**config.mk**
```make
export PLATFORM = sky130hd
export DESIGN_NAME = mul_div_unit
export DESIGN_NICKNAME = d
export VERILOG_FILES = /design/src/rtl/mul_div_pkg.sv /design/src/rtl/mul_div_step.sv /design/src/rtl/mul_div_unit.sv
export SDC_FILE = /design/constraint.sdc
export NUM_CORES = 1
export LEC_CHECK = 0
export ABC_AREA = 1
export BUFFER_PORTS_ARGS = -buffer_cell sky130_fd_sc_hd__clkbuf_2
export CORE_MARGIN = 5
export CORE_UTILIZATION = 45
export CTS_BUF_LIST = sky130_fd_sc_hd__clkbuf_4
export CTS_CLUSTER_SIZE = 20
export DETAILED_ROUTE_END_ITERATION = 6
export PLACE_DENSITY = 0.59
export SLEW_MARGIN = 5
export SYNTH_ARGS = -nofsm -noshare
export SYNTH_HDL_FRONTEND = slang
export SYNTH_SLANG_ARGS = --single-unit
```
**constraint.sdc**
```tcl
create_clock -name clk_i -period 4 [get_ports clk_i]
set_clock_uncertainty 0.2 [all_clocks]
set_input_delay 0.8 -clock clk_i [delete_from_list [all_inputs] [get_ports clk_i]]
set_output_delay 0.8 -clock clk_i [all_outputs]
set_load 0.02 [all_outputs]
```
**src/rtl/mul_div_pkg.sv**
```systemverilog
// Shared multiply/divide definitions: op and state encodings, counter sizing, per-op control.
// Latency and backpressure: not applicable (declarations only).
package mul_div_pkg;

   typedef enum logic [1:0] {
      OP_MULTU = 2'b00,
      OP_MULT  = 2'b01,
      OP_DIVU  = 2'b10,
      OP_DIV   = 2'b11
   } op_e;

   typedef enum logic [1:0] {
      IDLE = 2'b00,
      RUN  = 2'b01,
      FIX  = 2'b10
   } state_e;

   localparam int DEF_WIDTH = 32;

   function automatic int cnt_width(input int w);
      return (w > 1) ? $clog2(w) : 1;
   endfunction

   localparam int DEF_CNT_W = cnt_width(DEF_WIDTH);

   // Control captured when an operation is accepted.
   typedef struct packed {
      logic is_div;
      logic neg_q;
      logic neg_r;
      logic div_zero;
   } op_ctl_t;

endpackage

```
**src/rtl/mul_div_step.sv**
```systemverilog
// One combinational iteration: shift-add for multiply or restoring subtract-shift for divide.
// Latency 0 cycles; no backpressure (pure function of its inputs).
module mul_div_step #(
   parameter int WIDTH = 32
) (
   input  logic             is_div,
   input  logic [WIDTH-1:0] hi_i,
   input  logic [WIDTH-1:0] lo_i,
   input  logic [WIDTH-1:0] opnd_i,
   output logic [WIDTH-1:0] hi_o,
   output logic [WIDTH-1:0] lo_o
);

   logic [WIDTH:0] sum;
   logic [WIDTH:0] rem_sh;

   always_comb begin
      hi_o   = hi_i;
      lo_o   = lo_i;
      sum    = {1'b0, hi_i} + (lo_i[0] ? {1'b0, opnd_i} : {(WIDTH+1){1'b0}});
      rem_sh = {hi_i, lo_i[WIDTH-1]};
      if (is_div) begin
         // Remainder stays below the divisor, so the difference fits in WIDTH bits.
         if (rem_sh >= {1'b0, opnd_i}) begin
            hi_o = rem_sh[WIDTH-1:0] - opnd_i;
            lo_o = {lo_i[WIDTH-2:0], 1'b1};
         end else begin
            hi_o = rem_sh[WIDTH-1:0];
            lo_o = {lo_i[WIDTH-2:0], 1'b0};
         end
      end else begin
         hi_o = sum[WIDTH:1];
         lo_o = {sum[0], lo_i[WIDTH-1:1]};
      end
   end

endmodule

```
**src/rtl/mul_div_unit.sv**
```systemverilog
// Iterative MULT/MULTU/DIV/DIVU engine with architectural HI/LO and MTHI/MTLO writes.
// Latency WIDTH+1 cycles for every op; start_i while busy_o is dropped, issuer must stall.
module mul_div_unit
   import mul_div_pkg::*;
#(
   parameter int WIDTH = 32
) (
   input  logic             clk_i,
   input  logic             rst_n,
   input  logic             start_i,
   input  logic [1:0]       op_i,
   input  logic [WIDTH-1:0] src1_i,
   input  logic [WIDTH-1:0] src2_i,
   input  logic             write_hi_i,
   input  logic             write_lo_i,
   input  logic [WIDTH-1:0] wdata_i,
   input  logic             flush_i,
   output logic             busy_o,
   output logic             done_o,
   output logic             div_zero_o,
   output logic [WIDTH-1:0] hi_o,
   output logic [WIDTH-1:0] lo_o
);

   localparam int CW = cnt_width(WIDTH);

   state_e           state_q, state_d;
   logic [CW-1:0]    cnt_q;
   logic [WIDTH-1:0] acc_hi_q, acc_lo_q, opnd_q, raw_src1_q;
   logic [WIDTH-1:0] hi_q, lo_q;
   op_ctl_t          ctl_q;
   logic             done_q, dz_q;
   logic             accept, step_en, complete;

   logic             s1_neg, s2_neg;
   logic [WIDTH-1:0] mag1, mag2;
   logic [WIDTH-1:0] step_hi, step_lo;
   logic [2*WIDTH-1:0] prod, prod_fix;
   logic [WIDTH-1:0] quo_fix, rem_fix, res_hi, res_lo;

   always_ff @(posedge clk_i or negedge rst_n) begin
      if (!rst_n) state_q <= IDLE;
      else        state_q <= state_d;
   end

   always_comb begin
      state_d  = state_q;
      accept   = 1'b0;
      step_en  = 1'b0;
      complete = 1'b0;
      case (state_q)
         IDLE: begin
            if (start_i && !flush_i) begin
               accept  = 1'b1;
               state_d = RUN;
            end
         end
         RUN: begin
            if (flush_i) begin
               state_d = IDLE;
            end else begin
               step_en = 1'b1;
               if (cnt_q == '0) state_d = FIX;
            end
         end
         FIX: begin
            state_d  = IDLE;
            complete = !flush_i;
         end
         default: state_d = IDLE;
      endcase
   end

   assign s1_neg = op_i[0] & src1_i[WIDTH-1];
   assign s2_neg = op_i[0] & src2_i[WIDTH-1];
   assign mag1   = s1_neg ? -src1_i : src1_i;
   assign mag2   = s2_neg ? -src2_i : src2_i;

   mul_div_step #(.WIDTH(WIDTH)) u_step (
      .is_div (ctl_q.is_div),
      .hi_i   (acc_hi_q),
      .lo_i   (acc_lo_q),
      .opnd_i (opnd_q),
      .hi_o   (step_hi),
      .lo_o   (step_lo)
   );

   // Sign fix-up and divide-by-zero override applied in the FIX cycle.
   always_comb begin
      prod     = {acc_hi_q, acc_lo_q};
      prod_fix = ctl_q.neg_q ? -prod : prod;
      quo_fix  = ctl_q.neg_q ? -acc_lo_q : acc_lo_q;
      rem_fix  = ctl_q.neg_r ? -acc_hi_q : acc_hi_q;
      res_hi   = prod_fix[2*WIDTH-1:WIDTH];
      res_lo   = prod_fix[WIDTH-1:0];
      if (ctl_q.is_div) begin
         if (ctl_q.div_zero) begin
            res_hi = raw_src1_q;
            res_lo = '1;
         end else begin
            res_hi = rem_fix;
            res_lo = quo_fix;
         end
      end
   end

   always_ff @(posedge clk_i or negedge rst_n) begin
      if (!rst_n) begin
         cnt_q      <= '0;
         acc_hi_q   <= '0;
         acc_lo_q   <= '0;
         opnd_q     <= '0;
         raw_src1_q <= '0;
         ctl_q      <= '0;
      end else if (accept) begin
         cnt_q          <= CW'(WIDTH - 1);
         acc_hi_q       <= '0;
         acc_lo_q       <= op_i[1] ? mag1 : mag2;
         opnd_q         <= op_i[1] ? mag2 : mag1;
         raw_src1_q     <= src1_i;
         ctl_q.is_div   <= op_i[1];
         ctl_q.neg_q    <= s1_neg ^ s2_neg;
         ctl_q.neg_r    <= s1_neg;
         ctl_q.div_zero <= op_i[1] && (src2_i == '0);
      end else if (step_en) begin
         cnt_q    <= cnt_q - CW'(1);
         acc_hi_q <= step_hi;
         acc_lo_q <= step_lo;
      end
   end

   always_ff @(posedge clk_i or negedge rst_n) begin
      if (!rst_n) begin
         hi_q   <= '0;
         lo_q   <= '0;
         done_q <= 1'b0;
         dz_q   <= 1'b0;
      end else begin
         done_q <= complete;
         if (accept)        dz_q <= 1'b0;
         else if (complete) dz_q <= ctl_q.is_div & ctl_q.div_zero;
         if (complete) begin
            hi_q <= res_hi;
            lo_q <= res_lo;
         end else if (state_q == IDLE) begin
            if (write_hi_i) hi_q <= wdata_i;
            if (write_lo_i) lo_q <= wdata_i;
         end
      end
   end

   assign busy_o     = (state_q != IDLE);
   assign done_o     = done_q;
   assign div_zero_o = dz_q;
   assign hi_o       = hi_q;
   assign lo_o       = lo_q;

endmodule

```
# --- Yosys cells after proc, flatten, opt, wreduce, memory -nomap -nowiden ---
# Index checks and enable logic that the tools add are counted.
totals:
  inputBits: 104
  ff_bits: 205
  elab_cells: 85
classes:
  n_reduce_logical: 15
  eq_ne: 4
  muxes: 39
  n_bitwise: 4
  n_lt_le_gt_ge: 1
  addsub: 8
op_table:
  columns: ["op", "n"]
  rows:
  - ["$mux 32", 24]
  - ["$neg 32->32", 4]
  - ["$mux 64", 1]
  - ["$neg 64->64", 1]
  - ["$add 32x33->33", 1]
  - ["$ge 33x32->1", 1]
  - ["$logic_not 32->1", 1]
  - ["$sub 32x32->32", 1]
  - ["$reduce_bool 2->1", 6]
  - ["$mux 5", 2]
  - ["$mux 1", 8]
  - ["$mux 2", 3]
  - ["$reduce_and 2->1", 3]
  - ["$logic_not 5->1", 1]
  - ["$sub 5x1->5 const B", 1]
  - ["$pmux 2 s2", 1]
  - ["$and 1x1->1", 3]
  - ["$ne 3x3->1 const B", 1]
  - ["$eq 2x1->1 const B", 1]
  - ["$eq 2x2->1 const B", 1]
  - ["$logic_and 1x1->1", 2]
  - ["$logic_not 2->1", 1]
  - ["$ne 2x2->1 const B", 1]
  - ["$logic_not 1->1", 1]
  - ["$xor 1x1->1", 1]

# --- Depth between registers and ports, before layout ---
logic_depth:
  ltp_word: 5
  depth_mapped: 19

# --- Hierarchy ---
# A second synthesis with hierarchy kept.
hier_totals:
  cells_unflattened: 3493
  hier_area_um2: 20365.8
by_module_without_submodules:
  columns: ["mod", "seq_area_each_um2", "cells_each", "area_per_inst_um2", "n_inst"]
  rows:
  - ["mul_div_unit", 5129.9, 2213, 14214.9, 1]
  - ["mul_div_step", 0.0, 1280, 6150.9, 1]

# --- Worst setup path before layout ---
# No wires, ideal clock.
synth_path:
  kind: "input to register"
  startpoint: "input port src1_i[0]"
  endpoint: "register acc_lo_q[22]"
  arrival_ns: 2.191
  setup_ns: 0.113
  slack_ns: 1.496
  cell_stages: 12
  required_time_ns: 3.687
  path_cell_list: "inv_1 > ha_1 > nand3_1 > nor2_1 > nand3_1 > o21ai_0 > nand2_1 > xor2_1 > nand2_1 > nand3_1 > nand2_1 > inv_1"
synth_between:
  elab_chain_cells: 4
synth_lines:
  columns: ["item", "line", "source"]
  rows:
  - ["from (decl)", "mul_div_unit.sv:12", "input logic [WIDTH-1:0] src1_i,"]
  - ["$neg 32->32", "mul_div_unit.sv:76", "assign mag1 = s1_neg ? -src1_i : src1_i;"]
  - ["$mux 32", "mul_div_unit.sv:76", null]
  - ["$mux 32", "mul_div_unit.sv:118", "acc_lo_q <= op_i[1] ? mag1 : mag2;"]
  - ["$mux 32", "mul_div_unit.sv:115", "end else if (accept) begin"]
  - ["to (signal assigned)", "mul_div_unit.sv:118", null]
  - ["to (signal assigned)", "mul_div_unit.sv:128", "acc_lo_q <= step_lo;"]
  - ["to (decl)", "mul_div_unit.sv:29", "logic [WIDTH-1:0] acc_hi_q, acc_lo_q, opnd_q, raw_src1_q;"]
# Every way passes these cells.
# A chain may end at the register's enable or synchronous reset.

# --- Worst setup path in the final report ---
layout_path:
  startpoint: "register opnd_q[16]"
  endpoint: "register acc_hi_q[0]"
layout_between:
  elab_chain_cells: 5
layout_lines:
  columns: ["item", "line", "source"]
  rows:
  - ["from (decl)", "mul_div_unit.sv:29", null]
  - ["from (signal assigned)", "mul_div_unit.sv:119", "opnd_q <= op_i[1] ? mag2 : mag1;"]
  - ["$ge 33x32->1", "mul_div_step.sv:24", "if (rem_sh >= {1'b0, opnd_i}) begin"]
  - ["$mux 32", "mul_div_step.sv:24", null]
  - ["$mux 32", "mul_div_step.sv:22", "if (is_div) begin"]
  - ["$mux 32", "mul_div_unit.sv:125", "end else if (step_en) begin"]
  - ["$mux 32", "mul_div_unit.sv:115", null]
  - ["to (signal assigned)", "mul_div_unit.sv:127", "acc_hi_q <= step_hi;"]
  - ["to (decl)", "mul_div_unit.sv:29", null]
# Every way passes these cells. The select of a mux whose other input is x is not followed.

==> flow_summary.yaml <==
status:
  outcome: "finished, final reports clean"
finish:
  fin_util_pct: 50.48
  fin_cells: 4245
  drive_above_1_share_pct: 10.08
  area_growth_pct: 10.71
  final_nets: 3785
worst_setup_path:
  worst_ep_arrival_time_ns: 4.14
  path_cells: "inv_1 -> ha_1 -> nand2_1 -> nor2_2 -> nand2_1 -> nor2_2 -> nand3_1 -> nand2_2 -> nor2_4 -> nand2_8 -> o21ai_0 -> nand2_1 -> nand2_1 -> nand2_1"
  cp-start-kind: "flop"
  crit_fanout: 44
  max_stage_delay_ns: 0.63
  crit_type: "flop to flop"
  crit_top_cell: "nand2_1"
  crit_slowest_cell: "dfrtp_1"
  cp.required_ns: 4.47
  end_kind: "flop"
cts:
  cts_root_buf: "clkbuf_4"
  cts_made_buffers: 57
  cts_tree: "built"
  cts_sinks: 205
  cts_setup_buffers: 0
  cts_buffer_depth: 3
  path_clk_slew_ns: 0.07
  cts_resized: 0
  insertion_delay_ns: 0.81
  holdBufCountCts: 1
  h-tree-depth: 2
placed_design:
  dp_hpwl_mm: 78.14
  place_congestion: 1.081
  place_inst: 4141
  numPortBuffers: 170
logic_synthesis:
  synthTopCellsByCount: "nand2_1 (1,221), inv_1 (463), nor2_1 (360), nand3_1 (294), dfrtp_1 (205)"
  synth_most_common_cell: "nand2_1"
  synth.yosys.warnings: 0
  synth_seq_cells: 205
  ys_seq_area_share_pct: 25.33
  syn_inst: 3444
  syn_avg_cell_area_um2: 5.880
  synth_top_area_share_pct: 25.33
  yosysTopAreaCell: "dfrtp_1"
  synth_async_sr_flop_share_pct: 100.0
  synth_cell_types: 54
  synth-edff-count: 0
  syn_nets: 3620
  syn_area_um2: 20250
  yosys-top-cells-area: "dfrtp_1 (25%), nand2_1 (23%), inv_1 (8.6%), nand3_1 (7.3%), nor2_1 (6.7%)"
  ys.flop_type: "dfrtp_1"
global_route:
  grt_pass1_wl_mm: 142.5
  grt_pass1_vias: 22290
  overflow: 0
  grt_use_total_pct: 37.56
  grt_max_degree: 72
  antenna_found_initial: 3
timing:
  setup_violations: 0
  period_minus_slack_ns: 3.670
  period_share_pct: 91.75
  worst_slew_pin_slew_ns: 1.265
  hold_violations: 0
  rsz0062_at_grt: "no"
  finalSetupTns_ns: 0
  max_freq_ghz: 0.2725
  slew_viol_final: 0
  maxSlewHeadroom_pct: 15.56
floorplanning:
  dieArea_um2: 49350
  start_util_pct: 45.60
  coreArea_um2: 44410
  die_y_um: 222.1
  die_w_um: 222.1
  ios: 171
  fp-row-count: 77
worst_hold_path:
  hold_class: "primary input to flop"
detailed_routing:
  finalWirelength_mm: 96.70
  wl_per_cell_um: 22.78
  vias_per_cell: 5.815
  vias: 24680
  first_pass_iters: 6
  drtIter0Drc: 3491
  ant_nets: 0
  drcViolationCount: 0
pwr:
  power_density_nw_per_um2: 687.0
  p_leak_nw: 12.03
  ir_drop_mv: 0.4247
run:
  cap_violations: 0
area by class of cell:
class	count	area (um^2)
fill	4823	21990
clock inverter	22	97.59
multi-input combinational	2644	12790
antenna	1	2.502
clock buffer	80	600.6
inverter	482	1814
sequential	205	5132
tap	592	740.7
timing repair buffer	219	1242
worst paths after layout:
path                                            from                        end  slack [ns]  depth (start not counted)
max                           opnd_q[16]$_DFFE_PN0P_    acc_hi_q[0]$_DFFE_PN0P_        0.33                         14
min                                      wdata_i[18]       lo_o[18]$_DFFE_PN0P_        0.11                          3
max reg2reg                   opnd_q[16]$_DFFE_PN0P_    acc_hi_q[0]$_DFFE_PN0P_        0.33                         14
min reg2reg                raw_src1_q[6]$_DFFE_PN0P_  raw_src1_q[6]$_DFFE_PN0P_        0.29                          2
max in group asynchronous                      rst_n       cnt_q[0]$_DFFE_PN0P_        2.26                          3
min in group asynchronous                      rst_n       cnt_q[1]$_DFFE_PN0P_        0.37                          2
critical path, delay by kind of cell (launching register included):
family,cells,cell delay [ns]
DFF,1,0.63
buffers and inverters,1,0.27
and+or+nand+nor,11,1.40
adders and majority gates,1,0.42
AOI/OAI and AO/OA,1,0.59
routing by layer:
layer,vias up,GRT usage (%),share of wire (%)
met4,4,15.67,4.9
met1,11450,56.33,43
li1,11400,-,-
met3,209,8.262,13
met2,1623,51.64,39
met5,-,0,0.016
sequential cells by signal, indices dropped and copies added (netlist names):
register / flops
acc_lo_q: 32
div_zero_o: 1
ctl_q: 4
cnt_q: 5
acc_hi_q: 32
opnd_q: 32
state_q: 2
lo_o: 32
done_o: 1
raw_src1_q: 32
hi_o: 32
logic make-up (layout without fill, tap and decap cells):
kind of cell / after synthesis / after routing / synth area share (%)
other: 0 / 1 / 0
buffers and inverters: 595 / 803 / 11.52
AO/OA/AOI/OAI: 484 / 484 / 14.10
adder cells (fa/ha/maj): 72 / 72 / 4.522
flip-flops: 205 / 205 / 25.33
AND/OR/NAND/NOR: 2013 / 2013 / 41.28
XOR/XNOR: 75 / 75 / 3.244
stage by stage:
step	instance area, um^2	setup WS (ns)	power (mW)	hold WS, ns
6_report	22420	0.3298	15.40	0.1072
5_1_grt	22420	0.2346	16.37	0.08164
4_1_cts	22420	0.4396	14.92	0.06798
3_5_place_dp	21710	0.4933	12.97	0.2730
3_3_place_gp	21710	0.5051	12.93	0.2695
2_1_floorplan	20250	1.496	9.491	0.2478
placed cells by master (no fill, tap or decap), types with 40 or more instances in the layout:
cell type  count
a21oi_1      123
nand2_1     1221
o211ai_1      40
dfrtp_1      203
buf_4         47
nand4_1       49
clkbuf_4      80
clkbuf_2     169
nand3_1      294
o21ai_0      200
inv_1        462
xor2_1        68
ha_1          70
nor2_1       360
power by group:
part	internal, mW	total, mW	leakage, nW	switching [mW]
combinational	2.86	9.78	9.11	6.92
clock	0.925	1.93	0.417	1.00
sequential	2.61	3.70	2.50	1.09
total	6.39	15.4	12.0	9.01
(Power assumes the default switching activity.)
